### src/rtl/rs_alu_if.sv
// Dispatch, broadcast and result signals between the ROB (master) and the ALU
// reservation station (slave).
interface rs_alu_if #(
    parameter int TAGW = 3
);
    logic [4:0]      op_in;
    logic [31:0]     value1_in;
    logic [31:0]     value2_in;
    logic [TAGW-1:0] query1_in;
    logic [TAGW-1:0] query2_in;
    logic [TAGW-1:0] target_in;
    logic [31:0]     imm_in;
    logic [TAGW-1:0] mem_num;
    logic [31:0]     mem_value;
    logic            flush;
    logic            rs_full;
    logic [TAGW-1:0] alu_num;
    logic [31:0]     alu_value;
    logic            rs_overflow;

    modport master (
        output op_in, value1_in, value2_in, query1_in, query2_in, target_in,
               imm_in, mem_num, mem_value, flush,
        input  rs_full, alu_num, alu_value, rs_overflow
    );

    modport slave (
        input  op_in, value1_in, value2_in, query1_in, query2_in, target_in,
               imm_in, mem_num, mem_value, flush,
        output rs_full, alu_num, alu_value, rs_overflow
    );
endinterface

### src/rtl/rs_alu.sv
// Reservation station plus integer ALU: holds dispatched ops until both operands
// are resolved by snooping the ALU and memory result buses, then issues one per cycle.
module rs_alu #(
    parameter int DEPTH = 4,
    parameter int TAGW  = 3
) (
    input logic   clk,
    input logic   rst,
    rs_alu_if.slave bus
);
    localparam int IW = $clog2(DEPTH);

    localparam logic [4:0] OP_ADD  = 5'd0;
    localparam logic [4:0] OP_SUB  = 5'd1;
    localparam logic [4:0] OP_SLL  = 5'd2;
    localparam logic [4:0] OP_SLT  = 5'd3;
    localparam logic [4:0] OP_SLTU = 5'd4;
    localparam logic [4:0] OP_XOR  = 5'd5;
    localparam logic [4:0] OP_SRL  = 5'd6;
    localparam logic [4:0] OP_SRA  = 5'd7;
    localparam logic [4:0] OP_OR   = 5'd8;
    localparam logic [4:0] OP_AND  = 5'd9;
    localparam logic [4:0] OP_BEQ  = 5'd10;
    localparam logic [4:0] OP_BNE  = 5'd11;
    localparam logic [4:0] OP_BLT  = 5'd12;
    localparam logic [4:0] OP_BGE  = 5'd13;
    localparam logic [4:0] OP_BLTU = 5'd14;
    localparam logic [4:0] OP_BGEU = 5'd15;
    localparam logic [4:0] OP_JALR = 5'd16;

    logic [DEPTH-1:0] valid_q;
    logic [4:0]       op_q  [DEPTH];
    logic [31:0]      v1_q  [DEPTH];
    logic [31:0]      v2_q  [DEPTH];
    logic [31:0]      imm_q [DEPTH];
    logic [TAGW-1:0]  q1_q  [DEPTH];
    logic [TAGW-1:0]  q2_q  [DEPTH];
    logic [TAGW-1:0]  tgt_q [DEPTH];

    logic             issue_en;
    logic [IW-1:0]    issue_idx;
    logic             alloc_ok;
    logic [IW-1:0]    alloc_idx;
    logic [DEPTH-1:0] free_vec;
    logic [DEPTH-1:0] next_valid;
    logic [IW:0]      occ;
    logic             dispatch;
    logic [31:0]      cap_v1, cap_v2;
    logic [TAGW-1:0]  cap_q1, cap_q2;
    logic [31:0]      op_a, op_b, result;

    assign dispatch = (bus.op_in <= OP_JALR);

    // Issue only looks at registered state, so an entry written this edge waits a cycle.
    always_comb begin
        issue_en  = 1'b0;
        issue_idx = '0;
        for (int i = DEPTH - 1; i >= 0; i--) begin
            if (valid_q[i] && q1_q[i] == '0 && q2_q[i] == '0) begin
                issue_en  = 1'b1;
                issue_idx = IW'(i);
            end
        end
        free_vec = ~valid_q;
        if (issue_en)
            free_vec[issue_idx] = 1'b1;
        alloc_ok  = 1'b0;
        alloc_idx = '0;
        for (int i = DEPTH - 1; i >= 0; i--) begin
            if (free_vec[i]) begin
                alloc_ok  = 1'b1;
                alloc_idx = IW'(i);
            end
        end
        next_valid = valid_q;
        if (issue_en)
            next_valid[issue_idx] = 1'b0;
        if (dispatch && alloc_ok)
            next_valid[alloc_idx] = 1'b1;
        occ = '0;
        for (int i = 0; i < DEPTH; i++)
            occ = occ + (IW+1)'(next_valid[i]);
    end

    // Operands already being broadcast at the dispatch edge are captured directly.
    always_comb begin
        cap_v1 = bus.value1_in;
        cap_q1 = bus.query1_in;
        if (bus.query1_in != '0 && bus.query1_in == bus.mem_num) begin
            cap_v1 = bus.mem_value;
            cap_q1 = '0;
        end else if (bus.query1_in != '0 && bus.query1_in == bus.alu_num) begin
            cap_v1 = bus.alu_value;
            cap_q1 = '0;
        end
        cap_v2 = bus.value2_in;
        cap_q2 = bus.query2_in;
        if (bus.query2_in != '0 && bus.query2_in == bus.mem_num) begin
            cap_v2 = bus.mem_value;
            cap_q2 = '0;
        end else if (bus.query2_in != '0 && bus.query2_in == bus.alu_num) begin
            cap_v2 = bus.alu_value;
            cap_q2 = '0;
        end
    end

    always_comb begin
        op_a   = v1_q[issue_idx];
        op_b   = v2_q[issue_idx];
        result = '0;
        case (op_q[issue_idx])
            OP_ADD:  result = op_a + op_b;
            OP_SUB:  result = op_a - op_b;
            OP_AND:  result = op_a & op_b;
            OP_OR:   result = op_a | op_b;
            OP_XOR:  result = op_a ^ op_b;
            OP_SLL:  result = op_a << op_b[4:0];
            OP_SRL:  result = op_a >> op_b[4:0];
            OP_SRA:  result = $unsigned($signed(op_a) >>> op_b[4:0]);
            OP_SLT:  result = {31'd0, $signed(op_a) < $signed(op_b)};
            OP_SLTU: result = {31'd0, op_a < op_b};
            OP_BEQ:  result = {31'd0, op_a == op_b};
            OP_BNE:  result = {31'd0, op_a != op_b};
            OP_BLT:  result = {31'd0, $signed(op_a) < $signed(op_b)};
            OP_BGE:  result = {31'd0, $signed(op_a) >= $signed(op_b)};
            OP_BLTU: result = {31'd0, op_a < op_b};
            OP_BGEU: result = {31'd0, op_a >= op_b};
            OP_JALR: result = (op_a + imm_q[issue_idx]) & 32'hFFFF_FFFE;
            default: result = '0;
        endcase
    end

    // Snoop, issue and dispatch all resolve at one edge; memory wins a tag tie.
    always_ff @(posedge clk) begin
        if (!rst) begin
            valid_q         <= '0;
            bus.alu_num     <= '0;
            bus.alu_value   <= '0;
            bus.rs_full     <= 1'b0;
            bus.rs_overflow <= 1'b0;
        end else if (bus.flush) begin
            valid_q     <= '0;
            bus.alu_num <= '0;
            bus.rs_full <= 1'b0;
        end else begin
            for (int i = 0; i < DEPTH; i++) begin
                if (valid_q[i]) begin
                    if (q1_q[i] != '0 && q1_q[i] == bus.mem_num) begin
                        v1_q[i] <= bus.mem_value;
                        q1_q[i] <= '0;
                    end else if (q1_q[i] != '0 && q1_q[i] == bus.alu_num) begin
                        v1_q[i] <= bus.alu_value;
                        q1_q[i] <= '0;
                    end
                    if (q2_q[i] != '0 && q2_q[i] == bus.mem_num) begin
                        v2_q[i] <= bus.mem_value;
                        q2_q[i] <= '0;
                    end else if (q2_q[i] != '0 && q2_q[i] == bus.alu_num) begin
                        v2_q[i] <= bus.alu_value;
                        q2_q[i] <= '0;
                    end
                end
            end
            if (issue_en) begin
                valid_q[issue_idx] <= 1'b0;
                bus.alu_num        <= tgt_q[issue_idx];
                bus.alu_value      <= result;
            end else begin
                bus.alu_num <= '0;
            end
            if (dispatch) begin
                if (alloc_ok) begin
                    valid_q[alloc_idx] <= 1'b1;
                    op_q[alloc_idx]    <= bus.op_in;
                    v1_q[alloc_idx]    <= cap_v1;
                    v2_q[alloc_idx]    <= cap_v2;
                    q1_q[alloc_idx]    <= cap_q1;
                    q2_q[alloc_idx]    <= cap_q2;
                    tgt_q[alloc_idx]   <= bus.target_in;
                    imm_q[alloc_idx]   <= bus.imm_in;
                end else begin
                    bus.rs_overflow <= 1'b1;
                end
            end
            bus.rs_full <= (occ >= (IW+1)'(DEPTH - 1));
        end
    end
endmodule

### src/flat_wrapper.sv
// flat-port wrapper written by rule: the top's interface ports become plain ports
module rs_alu_flat 
#(
    parameter int DEPTH = 4,
    parameter int TAGW  = 3
)
  (clk, rst, bus_op_in, bus_value1_in, bus_value2_in, bus_query1_in, bus_query2_in, bus_target_in, bus_imm_in, bus_mem_num, bus_mem_value, bus_flush, bus_rs_full, bus_alu_num, bus_alu_value, bus_rs_overflow);
  rs_alu_if #(.TAGW(TAGW)) bus_i ();
  input logic clk;
  input logic rst;
  input wire logic [$bits(bus_i.op_in)-1:0] bus_op_in;
  input wire logic [$bits(bus_i.value1_in)-1:0] bus_value1_in;
  input wire logic [$bits(bus_i.value2_in)-1:0] bus_value2_in;
  input wire logic [$bits(bus_i.query1_in)-1:0] bus_query1_in;
  input wire logic [$bits(bus_i.query2_in)-1:0] bus_query2_in;
  input wire logic [$bits(bus_i.target_in)-1:0] bus_target_in;
  input wire logic [$bits(bus_i.imm_in)-1:0] bus_imm_in;
  input wire logic [$bits(bus_i.mem_num)-1:0] bus_mem_num;
  input wire logic [$bits(bus_i.mem_value)-1:0] bus_mem_value;
  input wire logic [$bits(bus_i.flush)-1:0] bus_flush;
  output wire logic [$bits(bus_i.rs_full)-1:0] bus_rs_full;
  output wire logic [$bits(bus_i.alu_num)-1:0] bus_alu_num;
  output wire logic [$bits(bus_i.alu_value)-1:0] bus_alu_value;
  output wire logic [$bits(bus_i.rs_overflow)-1:0] bus_rs_overflow;
  assign bus_i.op_in = bus_op_in;
  assign bus_i.value1_in = bus_value1_in;
  assign bus_i.value2_in = bus_value2_in;
  assign bus_i.query1_in = bus_query1_in;
  assign bus_i.query2_in = bus_query2_in;
  assign bus_i.target_in = bus_target_in;
  assign bus_i.imm_in = bus_imm_in;
  assign bus_i.mem_num = bus_mem_num;
  assign bus_i.mem_value = bus_mem_value;
  assign bus_i.flush = bus_flush;
  assign bus_rs_full = bus_i.rs_full;
  assign bus_alu_num = bus_i.alu_num;
  assign bus_alu_value = bus_i.alu_value;
  assign bus_rs_overflow = bus_i.rs_overflow;
  rs_alu #(.DEPTH(DEPTH), .TAGW(TAGW)) u_core (.clk(clk), .rst(rst), .bus(bus_i));
endmodule
### config.mk
export PLATFORM = sky130hd
export DESIGN_NAME = rs_alu_flat
export DESIGN_NICKNAME = d
export VERILOG_FILES = /design/src/rtl/rs_alu_if.sv /design/src/rtl/rs_alu.sv /design/src/flat_wrapper.sv
export SDC_FILE = /design/constraint.sdc
export NUM_CORES = 2
export LEC_CHECK = 0
export ABC_AREA = 0
export BUFFER_PORTS_ARGS = -buffer_cell sky130_fd_sc_hd__buf_4
export CAP_MARGIN = 10
export CORE_MARGIN = 5
export CORE_UTILIZATION = 39
export CTS_BUF_LIST = sky130_fd_sc_hd__clkbuf_4 sky130_fd_sc_hd__clkbuf_8
export DETAILED_ROUTE_END_ITERATION = 16
export PLACE_DENSITY = 0.65
export SLEW_MARGIN = 20
export SYNTH_ARGS = -nofsm -noshare
export SYNTH_HDL_FRONTEND = slang
export SYNTH_SLANG_ARGS = --single-unit
### constraint.sdc
create_clock -name clk -period 6.6 [get_ports clk]
set_clock_uncertainty 0.05 [all_clocks]
set_input_delay 0.33 -clock clk [delete_from_list [all_inputs] [get_ports clk]]
set_output_delay 0.33 -clock clk [all_outputs]
set_load 0.03 [all_outputs]
Word level (Yosys, flattened, before mapping)
Memories as Yosys holds them, arrays and structs flattened. A register that Yosys moved wholly into a read port is not among the register bits.
Index checks and enable logic that the tools add are counted.
{ "totals": {"elab_cells": 298, "ram_bits": 440, "reg_bits": 38, "n_memories": 7, "rom_bits": 0, "latch_bits": 0} }
{ "mem_list": {"columns": ["name", "depth", "word_bits", "rd", "rd_ports_with_merged_regs", "write_ports", "line_no", "source"], "rows": [
  ["u_core.imm_q", 4, 32, 1, 0, 1, "rs_alu.sv:35", "logic [31:0] imm_q [DEPTH];"],
  ["u_core.v1_q", 4, 32, 1, 0, 5, "rs_alu.sv:33", "logic [31:0] v1_q [DEPTH];"],
  ["u_core.v2_q", 4, 32, 1, 0, 5, "rs_alu.sv:34", "logic [31:0] v2_q [DEPTH];"],
  ["u_core.op_q", 4, 5, 1, 0, 1, "rs_alu.sv:32", "logic [4:0] op_q [DEPTH];"],
  ["u_core.q1_q", 4, 3, 4, 0, 5, "rs_alu.sv:36", "logic [TAGW-1:0] q1_q [DEPTH];"],
  ["u_core.q2_q", 4, 3, 4, 0, 5, "rs_alu.sv:37", "logic [TAGW-1:0] q2_q [DEPTH];"],
  ["1 more memories", null, null, null, null, null, null, null]
]} }
{ "op_classes": {"add_sub_neg": 6, "bitwise": 29, "n_shift": 3, "reduce_logical": 56, "n_mul": 0, "div_mod_pow": 0, "n_mux": 145, "order_cmp": 10, "n_eq_ne": 38} }
{ "ops": {"columns": ["cell", "n"], "rows": [
  ["one-hot mux 32 bit (15 select lines)", 1],
  ["2-to-1 mux 32 bit", 12],
  ["2-to-1 mux 1 bit", 103],
  ["adder 32 bit", 2],
  [">= comparator 32 bit", 2],
  ["< comparator 32 bit", 2],
  ["equality test 3 bit", 20],
  ["equality test 5 x 4 -> 1 bit, second input constant", 8],
  ["2-to-1 mux 3 bit", 12],
  ["bitwise AND 32 bit", 1],
  ["equality test 32 bit", 1],
  ["!= test 32 bit", 1],
  ["OR 32 bit", 1],
  ["<< shifter 32 x 5 -> 32 bit", 1],
  [">> shifter 32 x 5 -> 32 bit", 1],
  [">>> shifter 32 x 5 -> 32 bit", 1],
  ["subtractor 32 bit", 1],
  ["XOR 32 bit", 1],
  ["logical AND 1 bit", 31],
  ["nonzero test 3 bit", 10],
  ["2-to-1 mux 4 bit", 7],
  ["logical NOT 3 bit", 8],
  ["equality test 5 x 3 -> 1 bit, second input constant", 4],
  ["2-to-1 mux 2 bit", 8],
  ["other kinds (20)", 48]
]} }

Logic depth before layout (Yosys ltp)
An unclocked memory read counts as a cell.
{ "logic_depth": {"depth_word": 28, "depth_mapped": 26, "depth_no_buf": 20} }

Least setup slack after synthesis
OpenSTA, ideal clock, no wires.
{ "synth_path": {"path_kind": "register to register", "from": "memory u_core.q1_q[2][1]", "to": "register u_core.bus.alu_value[29]", "required_ps": 6431, "period_less_slack_ps": 5730, "path_buffers": 5, "t_arrival_ps": 5561, "path_stages_with_launch": 23, "slack_ps": 870, "path_cell_list": "edfxtp_1 -> or4b_4 -> or4_4 -> nor3_4 -> buf_6 -> a222oi_1 -> and2_1 -> buf_2 -> buf_1 -> buf_1 -> ha_1 -> clkbuf_1 -> a221oi_1 -> nand2b_1 -> a221oi_1 -> nor2_1 -> a211oi_1 -> o21ai_0 -> a31o_2 -> a31o_2 -> xnor2_1 -> o22ai_1 -> o221a_2"} }
{ "synth_lines": {"columns": ["element", "line_no", "source"], "rows": [
  ["start, declared", "rs_alu.sv:36", null],
  ["end signal, assigned", "rs_alu.sv:167", "bus.alu_value <= result;"],
  ["end, declared", "rs_alu_if.sv:30", "output rs_full, alu_num, alu_value, rs_overflow"]
]} }

==> results.toml <==
[logic_synthesis]
async_flop_share = 0
avgSynthCellArea_sq_um = 9.007
ys_seq_area_frac = 0.3932
syn_nets = 4252
synthCells = 3963
synth_area_sq_mm = 0.03569
synth-edff-count = 440
synth_ff_type = "edfxtp_1"
synth_cell_type_count = 98
yosysWarnings = 0
ys_ff_latch = 481

[floorplan]
placementRows = 111
die-area_sq_mm = 0.09768
start_util = 0.3912
dieWidth_um = 312.5
io-pin-count = 185
core_region_area_sq_mm = 0.09125
die_y_um = 312.5

[timing]
final.min_clock_period_ns = 6.309
fin_ws_ns = 0.2909
maxSlewHeadroom = 0.2963
tightest_slew_ns = 1.056
setup_tns_ns = 0
hold_violations = 0
rsz0062_at_grt = "no"
period_share = 0.9559
drv_slew = 0
fmax_mhz = 158.5
final-setup-viol-count = 0

[clock_network]
cts_inserted_buffers = 88
cts_sinks = 481
cts_tree = "done"
cts_max_path_buffers = 3
clockRootBuffer = "clkbuf_8"
clk_latency_ns = 0.76
clk_pin_slew_ns = 0.06
cts-htree-levels = 3

[cells_and_area]
multiInputGateArea_sq_mm = 0.02002
seqCellArea_sq_mm = 0.01403
drive_above_1_share = 0.1442
layout_commonest_cell = "nor2_1"
syn_to_final_growth_pct = 14.53
final_cells = 5365
mostFrequentLayoutCells = "nor2_1 (613), mux2i_1 (442), edfxtp_1 (440)"
final_nets = 4401
fillers = 8781

[worst_setup_path]
path_max_fanout = 10
worst_setup_path_start_kind = "register"
end_kind = "register"
path_class = "reg2reg"
critPathRequiredTime_ns = 7.17
rrSetupSlack_ns = 0.29
crit_arrival_ns = 6.88

[run]
drv_cap = 0

[placed_design]
dpl_worst_slack_ns = 0.5108
placed_cells = 5141
dp_hpwl_mm = 98.92
routabilityCongestion = 1.067
portBuffers = 184

[grt]
grt-ovfl-total = 0
grt_pass1_vias = 30840
antenna_found_initial = 6
grt_max_degree = 109
grt_pass1_wl_mm = 203.5
grtUsageTotal = 0.2715

[pwr]
p_per_area_mw_per_mm2 = 180.4
ir_worst_vdd_v = 0.0001473
p_leak_nw = 17.71
p_total_mw = 7.376

[drt]
wl_mm = 139.8
route.detailed.drc = 0
vias_per_cell = 6.083
ant_nets = 0
wl_per_cell_um = 26.06
dr.pass1.iters = 6
dr.first_iter.drc_count = 3813
vias = 32640

[min_path]
hp-class = "in2reg"

[run_status]
status = "complete, no violations"
## cell families after synthesis
family,Yosys count,share of synthesized area
multiplexers,465,0.1317
AND/OR/NAND/NOR,1234,0.1569
AO/OA/AOI/OAI,1117,0.1977
adder cells (fa/ha/maj),141,0.05027
buffers and inverters,447,0.05114
flip-flops,481,0.3932
XOR/XNOR,78,0.01914
## stage by stage
| step | instance area [sq um] | hold WS (ns) | utilization |
|---|---|---|---|
| 2_1_floorplan | 35690 | 0.3789 | - |
| 3_3_place_gp | 38470 | 0.4679 | 0.4216 |
| 3_5_place_dp | 38470 | 0.4360 | 0.4216 |
| 4_1_cts | 40840 | 0.003320 | 0.4476 |
| 5_1_grt | 40880 | 0.004835 | 0.4480 |
| 6_report | 40880 | 0.04624 | 0.4480 |
## cells in the mapped netlist (41+ instances only)
library cell | instances | area, sq um
nor2_1 | 615 | 2308
mux2i_1 | 442 | 4424
edfxtp_1 | 440 | 13210
a21oi_1 | 437 | 2187
nand2_1 | 294 | 1104
clkbuf_1 | 234 | 878.3
o21ai_0 | 177 | 885.9
ha_1 | 137 | 1714
inv_1 | 104 | 390.4
o22ai_1 | 89 | 556.8
nor3_1 | 88 | 440.4
buf_1 | 57 | 214.0
nand3_1 | 54 | 270.3
xor2_1 | 45 | 394.1
dfxtp_1 | 41 | 820.8
## final timing paths
check / from / endpoint / depth (start not counted)
worst max-delay path: u_core.q2_q[3][1]$_SDFFCE_PN0P_ / u_core.bus.alu_value[18]$_SDFFE_PN0P_ / 19
worst min-delay path: bus_mem_value[30] / u_core.v2_q[1][30]$_DFFE_PP_ / 3
worst max register to register: u_core.q2_q[3][1]$_SDFFCE_PN0P_ / u_core.bus.alu_value[18]$_SDFFE_PN0P_ / 19
worst min register to register: u_core.bus.rs_overflow$_SDFFE_PN0P_ / u_core.bus.rs_overflow$_SDFFE_PN0P_ / 2
## routing by layer
metal | track usage | wire (um) | vias up
met1 | 0.3610 | 57500 | 15700
met5 | 0 | 13 | -
met2 | 0.4329 | 62730 | 1683
met3 | 0.04555 | 11610 | 332
met4 | 0.1298 | 7958 | 2
li1 | - | - | 14920
## state kept, by name (all words and copies together), names as in the netlist, 12 cells and up
| name | flops |
|---|---|
| u_core.op_q | 20 |
| u_core.v1_q | 128 |
| u_core.q1_q | 12 |
| u_core.bus.alu_value | 32 |
| u_core.q2_q | 12 |
| u_core.v2_q | 128 |
| u_core.tgt_q | 12 |
| u_core.imm_q | 128 |
## final cells by class
type | count | area share
flip-flops and latches | 481 | 0.3433
well taps | 1186 | 0.03630
repair buffers | 397 | 0.07841
diodes | 3 | 0.0001836
inverters | 108 | 0.01016
multi-input cells | 3036 | 0.4896
clock buffers | 122 | 0.03602
clock inverters | 32 | 0.005999
## critical path, cell delays in order, from the launching register on
cell and delay (ns):
edfxtp_1 0.46, nor3_1 0.25, and4b_1 0.69, nand4_4 0.45, buf_4 0.32, o2111a_1 0.39, ha_1 0.32, inv_1 0.10
fa_1 0.21, nor2_1 0.08, o311ai_0 0.51, a21oi_1 0.26, o211ai_1 0.39, nand3_1 0.12, and3_1 0.20, o41ai_1 0.76
o22ai_1 0.15, nor2_1 0.12, a21oi_1 0.05, o31a_1 0.31
## repair_timing
| action | CTS | global route |
|---|---|---|
| gates resized for setup | 0 | 3 |
| hold buffers | 65 | 0 |
| hold endpoints to repair | 293 | 0 |
| setup buffers | 0 | 1 |
| endpoints found under the setup margin | 0 | 1 |
## where the power goes
part           internal, mW  total, mW  leakage, nW  switching, mW
clock                  1.56       2.90        0.901           1.34
sequential             3.36       3.37         4.31         0.0110
combinational         0.408       1.10         12.5          0.691
(Power assumes the default switching activity.)
